[src/rtl/booth_mul_pkg.sv]
// Shared FSM state encoding and radix-4 Booth digit select codes.
package booth_mul_pkg;

    typedef enum logic [1:0] {
        IDLE = 2'd0,
        CALC = 2'd1,
        DONE = 2'd2
    } state_e;

    typedef enum logic [2:0] {
        ZERO = 3'd0,
        POS1 = 3'd1,
        POS2 = 3'd2,
        NEG1 = 3'd3,
        NEG2 = 3'd4
    } booth_sel_e;

    // Triplet is {b[2i+1], b[2i], b[2i-1]}.
    function automatic booth_sel_e booth_decode(input logic [2:0] bits);
        booth_sel_e sel;
        case (bits)
            3'b001, 3'b010: sel = POS1;
            3'b011:         sel = POS2;
            3'b100:         sel = NEG2;
            3'b101, 3'b110: sel = NEG1;
            default:        sel = ZERO;
        endcase
        return sel;
    endfunction

endpackage

[src/rtl/booth_radix4_encoder.sv]
// Decodes one radix-4 Booth digit and selects the partial product {0, +-M, +-2M}.
// Purely combinational; M is already extended to MUL_WIDTH+2 bits so +-2M cannot overflow.
module booth_radix4_encoder
    import booth_mul_pkg::*;
#(
    parameter int MUL_WIDTH = 8
) (
    input  logic [2:0]           bits_i,
    input  logic [MUL_WIDTH+1:0] mcand_i,
    output logic [MUL_WIDTH+1:0] pp_o
);

    booth_sel_e sel;

    always_comb begin
        sel  = booth_decode(bits_i);
        pp_o = '0;
        case (sel)
            POS1:    pp_o = mcand_i;
            POS2:    pp_o = mcand_i << 1;
            NEG1:    pp_o = -mcand_i;
            NEG2:    pp_o = -(mcand_i << 1);
            default: pp_o = '0;
        endcase
    end

endmodule

[src/rtl/booth_radix4_multiplier.sv]
// Sequential radix-4 Booth multiplier, signed/unsigned per request, one digit per CALC cycle.
// Optional macro BOOTH_MUL_ACCUMULATE_EN adds an accumulate input that sums products into data_out.
module booth_radix4_multiplier
    import booth_mul_pkg::*;
#(
    parameter int MUL_WIDTH = 8
) (
    input  logic                     clk,
    input  logic                     rst,
    input  logic                     start,
    input  logic                     sign,
    input  logic [MUL_WIDTH-1:0]     data_in1,
    input  logic [MUL_WIDTH-1:0]     data_in2,
    output logic [2*MUL_WIDTH-1:0]   data_out,
    output logic                     ready,
    output logic                     busy
`ifdef BOOTH_MUL_ACCUMULATE_EN
    ,
    input  logic                     accumulate
`endif
);

    localparam int K  = MUL_WIDTH / 2 + 1;
    localparam int CW = $clog2(K + 1);
    localparam int PW = 2 * MUL_WIDTH;
    localparam int LW = MUL_WIDTH + 2;
    localparam int HW = MUL_WIDTH + 4;

    state_e          state_q;
    logic [LW-1:0]   mcand_q;
    logic [HW-1:0]   hi_q;
    logic [LW-1:0]   lo_q;
    logic            prev_q;
    logic [CW-1:0]   cnt_q;
    logic [PW-1:0]   data_out_q;
    logic            ready_q;
    logic            busy_q;
`ifdef BOOTH_MUL_ACCUMULATE_EN
    logic            acc_en_q;
`endif

    logic [LW-1:0]   pp;
    logic [HW-1:0]   sum;
    logic [HW-1:0]   hi_d;
    logic [LW-1:0]   lo_d;
    logic            prev_d;
    logic [PW-1:0]   product;
    logic [PW-1:0]   result_d;

    booth_radix4_encoder #(
        .MUL_WIDTH (MUL_WIDTH)
    ) u_enc (
        .bits_i  ({lo_q[1:0], prev_q}),
        .mcand_i (mcand_q),
        .pp_o    (pp)
    );

    // {hi, lo} is the shifting product register; consumed multiplier bits leave through lo.
    always_comb begin
        sum     = hi_q + {{2{pp[LW-1]}}, pp};
        hi_d    = {{2{sum[HW-1]}}, sum[HW-1:2]};
        lo_d    = {sum[1:0], lo_q[LW-1:2]};
        prev_d  = lo_q[1];
        product = {hi_q[MUL_WIDTH-3:0], lo_q};
`ifdef BOOTH_MUL_ACCUMULATE_EN
        result_d = acc_en_q ? (data_out_q + product) : product;
`else
        result_d = product;
`endif
    end

    always_ff @(posedge clk) begin
        if (rst) begin
            state_q    <= IDLE;
            mcand_q    <= '0;
            hi_q       <= '0;
            lo_q       <= '0;
            prev_q     <= 1'b0;
            cnt_q      <= '0;
            data_out_q <= '0;
            ready_q    <= 1'b0;
            busy_q     <= 1'b0;
`ifdef BOOTH_MUL_ACCUMULATE_EN
            acc_en_q   <= 1'b0;
`endif
        end else begin
            case (state_q)
                IDLE: begin
                    if (start) begin
                        state_q <= CALC;
                        busy_q  <= 1'b1;
                        mcand_q <= sign ? {{2{data_in1[MUL_WIDTH-1]}}, data_in1}
                                        : {2'b00, data_in1};
                        lo_q    <= sign ? {{2{data_in2[MUL_WIDTH-1]}}, data_in2}
                                        : {2'b00, data_in2};
                        hi_q    <= '0;
                        prev_q  <= 1'b0;
                        cnt_q   <= '0;
`ifdef BOOTH_MUL_ACCUMULATE_EN
                        acc_en_q <= accumulate;
`endif
                    end
                end
                CALC: begin
                    if (cnt_q != CW'(K)) begin
                        hi_q   <= hi_d;
                        lo_q   <= lo_d;
                        prev_q <= prev_d;
                        cnt_q  <= cnt_q + CW'(1);
                    end else begin
                        state_q    <= DONE;
                        data_out_q <= result_d;
                        ready_q    <= 1'b1;
                    end
                end
                DONE: begin
                    state_q <= IDLE;
                    ready_q <= 1'b0;
                    busy_q  <= 1'b0;
                end
                default: begin
                    state_q <= IDLE;
                    ready_q <= 1'b0;
                    busy_q  <= 1'b0;
                end
            endcase
        end
    end

    assign data_out = data_out_q;
    assign ready    = ready_q;
    assign busy     = busy_q;

endmodule

[config.mk]
export PLATFORM = sky130hd
export DESIGN_NAME = booth_radix4_multiplier
export DESIGN_NICKNAME = d
export VERILOG_FILES = /design/src/rtl/booth_mul_pkg.sv /design/src/rtl/booth_radix4_encoder.sv /design/src/rtl/booth_radix4_multiplier.sv
export SDC_FILE = /design/constraint.sdc
export NUM_CORES = 1
export LEC_CHECK = 0
export BUFFER_PORTS_ARGS = -buffer_cell sky130_fd_sc_hd__buf_2
export CORE_AREA = 5 5 83 85
export DETAILED_ROUTE_END_ITERATION = 8
export DIE_AREA = 0 0 88 90
export PLACE_DENSITY = 0.81
export REMOVE_ABC_BUFFERS = 1
export SYNTH_ARGS = -nofsm -noshare
export SYNTH_HDL_FRONTEND = slang
export SYNTH_SLANG_ARGS = --single-unit
[constraint.sdc]
create_clock -name clk -period 2.6 [get_ports clk]
set_clock_uncertainty 0.15 [all_clocks]
set_input_delay 0 -clock clk [delete_from_list [all_inputs] [get_ports clk]]
set_output_delay 0 -clock clk [all_outputs]
set_load 0.05 [all_outputs]
Word level (Yosys, flattened, before mapping)
Cells that the tools add are included.
W data, S select, Z words.
- register bits after elaboration: 56
- bits of input ports: 20
- output and inout port bits: 18
- logic and storage cells: 64
- add/subtract/negate cells: 4
- eq/ne operators: 15
- multiplexer cells: 23
- bitwise operators: 3
- reduce and logical (&&, ||, !) cells: 10
- operator list (kind ; count):
    $mux W10 ; 4
    $pmux W10 S4 ; 1
    $mux W12 ; 2
    $pmux W12 S2 ; 1
    $neg A10 Y10 ; 2
    $pmux W10 S2 ; 1
    $add A12 B12 Y12 ; 1
    $eq A3 B2 Y1 const B ; 4
    $eq A3 B3 Y1 const B ; 4
    $pmux W3 S4 ; 1
    $reduce_and A2 Y1 ; 5
    $eq A3 B1 Y1 const B ; 2
    $mux W3 ; 2
    $ne A2 B2 Y1 const B ; 3
    $pmux W1 S2 ; 3
    $pmux W3 S2 ; 1
    $mux W1 ; 4
    $mux W2 ; 2
    $pmux W2 S2 ; 1
    $reduce_or A2 Y1 ; 2
    $add A3 B1 Y3 const B ; 1
    $ne A3 B3 Y1 const B ; 1
    $not A1 Y1 ; 3
    $reduce_and A3 Y1 ; 1
    3 further kinds ; 3

Longest topological paths before layout
- depth after elaboration: 8
- gate-level depth with buffers: 12

By module
From an unflattened synthesis, not the netlist that was laid out.
- cell total of the unflattened synthesis: 368
- area total of the unflattened synthesis: 3047.9 µm²
- by module, submodules not included (module ; times used ; cells an instance ; area an instance (µm²) ; sequential area each (µm²)):
    booth_radix4_multiplier ; 1 ; 286 ; 2483.6 ; 1061.0
    booth_radix4_encoder ; 1 ; 82 ; 564.3 ; 0.0

Least setup slack after synthesis
OpenSTA, ideal clock, no wires.
- path type: reg2reg
- start point: reg lo_q[0]
- end point: reg hi_q[6]
- library setup time: 62 ps
- arrival: 2460 ps
- slack: -72 ps
- stages on the path, launching flop included: 12
- path buffers: 1
- cell sequence: dfxtp_1 buf_2 xor2_1 and2_1 ha_1 inv_1 fa_1 nand2b_1 a21oi_1 a21oi_1 or4_1 nand3_1
- word-level cells in the longest chain between the ends: 8
- ends and longest elaborated chain (item ; line ; text):
    start, declared ; booth_radix4_multiplier.sv:32 ; logic [LW-1:0] lo_q;
    start signal, assigned ; booth_radix4_multiplier.sv:94 ; lo_q <= sign ? {{2{data_in2[MUL_WIDTH-1]}}, data_in2}
    start signal, assigned ; booth_radix4_multiplier.sv:107 ; lo_q <= lo_d;
    $eq A3 B3 Y1, or another cell as far along ; booth_mul_pkg.sv:21 ; case (bits)
    $reduce_or A2 Y1 ; booth_mul_pkg.sv:21 ;
    $pmux W3 S4 (*) ; booth_mul_pkg.sv:21 ;
    $eq A3 B3 Y1, or another cell as far along ; booth_radix4_encoder.sv:18 ; case (sel)
    $pmux W10 S4 (*) ; booth_radix4_encoder.sv:18 ;
    $add A12 B12 Y12 (*) ; booth_radix4_multiplier.sv:60 ; sum = hi_q + {{2{pp[LW-1]}}, pp};
    $mux W12 (*) ; booth_radix4_multiplier.sv:105 ; if (cnt_q != CW'(K)) begin
    $pmux W12 S2 (*) ; booth_radix4_multiplier.sv:87 ; case (state_q)
    end signal, assigned ; booth_radix4_multiplier.sv:106 ; hi_q <= hi_d;
    end, declared ; booth_radix4_multiplier.sv:31 ; logic [HW-1:0] hi_q;
Every way passes the cells marked *; elsewhere a longest branch is shown, timed or not. The select of a mux whose other input is x is not followed.
A chain may end at the register's enable or synchronous reset.

Worst setup path in the final report
- start point: reg mcand_q[1]
- end point: reg hi_q[5]
- word-level cells in the longest chain between the ends: 5
- ends and longest elaborated chain (item ; line ; text):
    start, declared ; booth_radix4_multiplier.sv:30 ; logic [LW-1:0] mcand_q;
    start signal, assigned ; booth_radix4_multiplier.sv:92 ; mcand_q <= sign ? {{2{data_in1[MUL_WIDTH-1]}}, data_in1}
    $neg A10 Y10 (on tied branches) ; booth_radix4_encoder.sv:21, booth_radix4_encoder.sv:22 ;
    $pmux W10 S4 (*) ; booth_radix4_encoder.sv:18 ;
    $add A12 B12 Y12 (*) ; booth_radix4_multiplier.sv:60 ;
    $mux W12 (*) ; booth_radix4_multiplier.sv:105 ;
    $pmux W12 S2 (*) ; booth_radix4_multiplier.sv:87 ;
Marked as above.

==> out/qor.csv <==
stage,metric,value,unit
status,outcome,"finished, violations left",
status,violations,negative setup slack,
final_layout,drive_gt1_share,28.88,%
grt,first_global_vias,3005,
place,globalplace.congestion,0.8728,
hold_path,hp-class,primary input to register,
grt,grt_max_degree,54,
timing,final.setup.worst_slack,-112.1,ps
clock_network,htreeDepth,2,
detailed_routing,drtIter0Drc,285,
synthesis,seq_area_frac_synth,36.01,%
final_layout,finalNetCount,497,
floorplan,die_h,90,um
detailed_routing,wl_per_cell,15.67,um
setup_path,cp.required,2690,ps
setup_path,worstPathArrival,2810,ps
final_layout,fin_cells,541,
synthesis,yosys_warnings,0,
setup_path,worstSetupPathType,register to register,
floorplan,initial_core_util,48.05,%
timing,finalCritPeriodShare,104.3,%
floorplan,die_w,88,um
floorplan,die_area,7920,um^2
final_layout,final_common_cell,nand2_1,
clock_network,clk_pin_slew,100,ps
detailed_routing,drt-total-wl,8.479,mm
clock_network,insertion_delay,300,ps
floorplan,rows,29,
synthesis,yosys_register_bits,53,
floorplan,boundaryPins,38,
power_and_ir_drop,p_per_area,472.1,nW/um^2
setup_path,cp-start-kind,register,
setup_path,r2r_cells,11,
setup_path,rrSetupSlack,-110,ps
setup_path,crit_path_max_fanout,5,
detailed_routing,viasPerCell,5.774,
clock_network,root_buffer,clkbuf_8,
clock_network,cts.path.max_buffers,2,
final_layout,multiInputGateArea,1923,um^2
timing,hold_viol_final,0,
synthesis,asyncSetResetFlopFracSynth,0,%
run,drv_cap,0,
detailed_routing,drtPass1Iterations,5,
floorplan,coreArea,6132,um^2
synthesis,syn_inst,379,
place,port_buffers,37,
detailed_routing,vias,3124,
synthesis,synthDistinctLibCells,51,
setup_path,startpoint,mcand_q[1],
setup_path,r2r_end,hi_q[5],
power_and_ir_drop,peakVddDrop,0.2983,mV
final_layout,mostFrequentLayoutCells,"nand2_1 (75), a21oi_1 (53), dfxtp_1 (47)",
timing,fin_tns_setup,-424.6,ps
grt,groute.usage.overall,20.72,%
synthesis,synth_enable_flop_cells,0,
power_and_ir_drop,p_leak,1.646,nW
grt,antenna_found_initial,0,
clock_network,clock_sinks,53,
timing,fin_crit,2712,ps
setup_path,r2r_start,mcand_q[1],
timing,fmax,0.3687,GHz
grt,grt_first_pass_wirelength,13.72,mm
final_layout,fill_cells,474,
final_layout,regArea,1069,um^2
clock_network,cts_tree,yes,
clock_network,cts_buffers,5,
timing,worst_pin_slew,936.4,ps
setup_path,endpoint,hi_q[5],
setup_path,end_kind,register,
timing,relSlewSlack,37.58,%
detailed_routing,drc,0,
detailed_routing,ant_nets,0,
grt,gr-total-overflow,0,
final_layout,num_antenna_cells,0,
synthesis,postSynthAreaPerCell,7.775,um^2
place,dp_slack,-192.0,ps
place,hpwl,5.404,mm
synthesis,synth_ff_type,dfxtp_1,
synthesis,netlist_area,2947,um^2
place,dp.cells,509,
timing,slew_violations,0,
timing,rsz0062_at_grt,true,
timing,setup_viol,6,
final_layout,syn2layout_area_growth,35.03,%
## routing by layer
layer	global-route usage, %	share of wire, %	vias up
li1	-	-	1504
met2	36.24	52	89
met4	5.627	1.7	0
met5	0	0	-
met1	26.03	41	1514
met3	3.016	4.6	17
## timing repair
item / 4_1_cts / 5_1_grt
buffers inserted: 5 / 1
endpoints found under the setup margin: 8 / 9
hold endpoints to repair: 20 / 0
pin swaps: 15 / 8
hold buffers: 18 / 0
cloned: 0 / 0
gates resized for setup: 32 / 15
## Yosys cell counts, types with 4 or more instances
cell type  count  area [um^2]
nand3_1       13        65.06
clkbuf_1      13        48.80
mux2i_1        7        70.07
xor2_1         9        78.83
nand2_1       75        281.5
buf_2          8        40.04
inv_1         11        41.29
dfxtp_1       53         1061
nand2b_1       6        37.54
a31oi_1        4        25.02
a21oi_1       58        290.3
nor3_1         6        30.03
xnor2_1        4        35.03
a22oi_1       13        97.59
o21ai_0        7        35.03
nor2_1        22        82.58
ha_1          13        162.7
## layout make-up
type | count | area share, %
Inverter | 11 | 1.038
Tap cell | 77 | 2.421
Timing Repair Buffer | 101 | 18.55
Sequential cell | 53 | 26.86
Clock inverter | 2 | 0.9748
Multi-Input combinational cell | 291 | 48.33
Clock buffer | 6 | 1.824
## how the worst min path moves through the flow
stage,to,slack (ps),cells past startpoint,start
after floorplan,data_out[0],-80,1,rst
after global placement,mcand_q[6],100,3,data_in1[6]
after detailed placement,mcand_q[4],100,3,data_in1[4]
after CTS,cnt_q[0],160,2,rst
after global routing,state_q[1],210,2,rst
final,cnt_q[0],170,2,rst
## state kept, by name (all words and copies together) (netlist names)
register  flops
busy          1
cnt_q         3
data_out     16
hi_q         10
lo_q         10
mcand_q       9
prev_q        1
ready         1
state_q       2
## critical path, stage by stage, from the launching register on
cell and delay [ps]:
dfxtp_2 340, buf_4 160, o31a_1 310, nor3_2 190, a21oi_1 60, o21ai_1 160
ha_2 280, nand3_2 130, o211ai_4 220, a21boi_2 90, or4_1 470, nand3_1 80
## power by group
group / leakage (nW) / total (mW) / internal, mW / switching [mW]
clock network: 0.0554 / 0.566 / 0.290 / 0.277
logic: 1.16 / 0.445 / 0.203 / 0.242
registers: 0.433 / 0.867 / 0.841 / 0.0270
## through the flow
| stage | power, mW | hold WS [ps] | cell area (um^2) | util (%) |
|---|---|---|---|---|
| after global routing | 1.955 | 207.4 | 3979 | 64.88 |
| after CTS | 1.849 | 158.0 | 3902 | 63.64 |
| after global placement | 1.230 | 96.02 | 3441 | 56.11 |
| final | 1.879 | 167.8 | 3979 | 64.88 |
| after floorplan | 1.090 | -80.93 | 2846 | - |
| after detailed placement | 1.239 | 103.6 | 3441 | 56.11 |
## logic make-up after synthesis
group,synth area share [%]
buffers and inverters,4.798
adders and majority gates,6.200
AOI/OAI and AO/OA,23.14
muxes,2.378
DFF,36.01
xor gates and xnor gates,3.864
and+or+nand+nor,23.61
No activity file was read; power rests on OpenSTA's default activity.
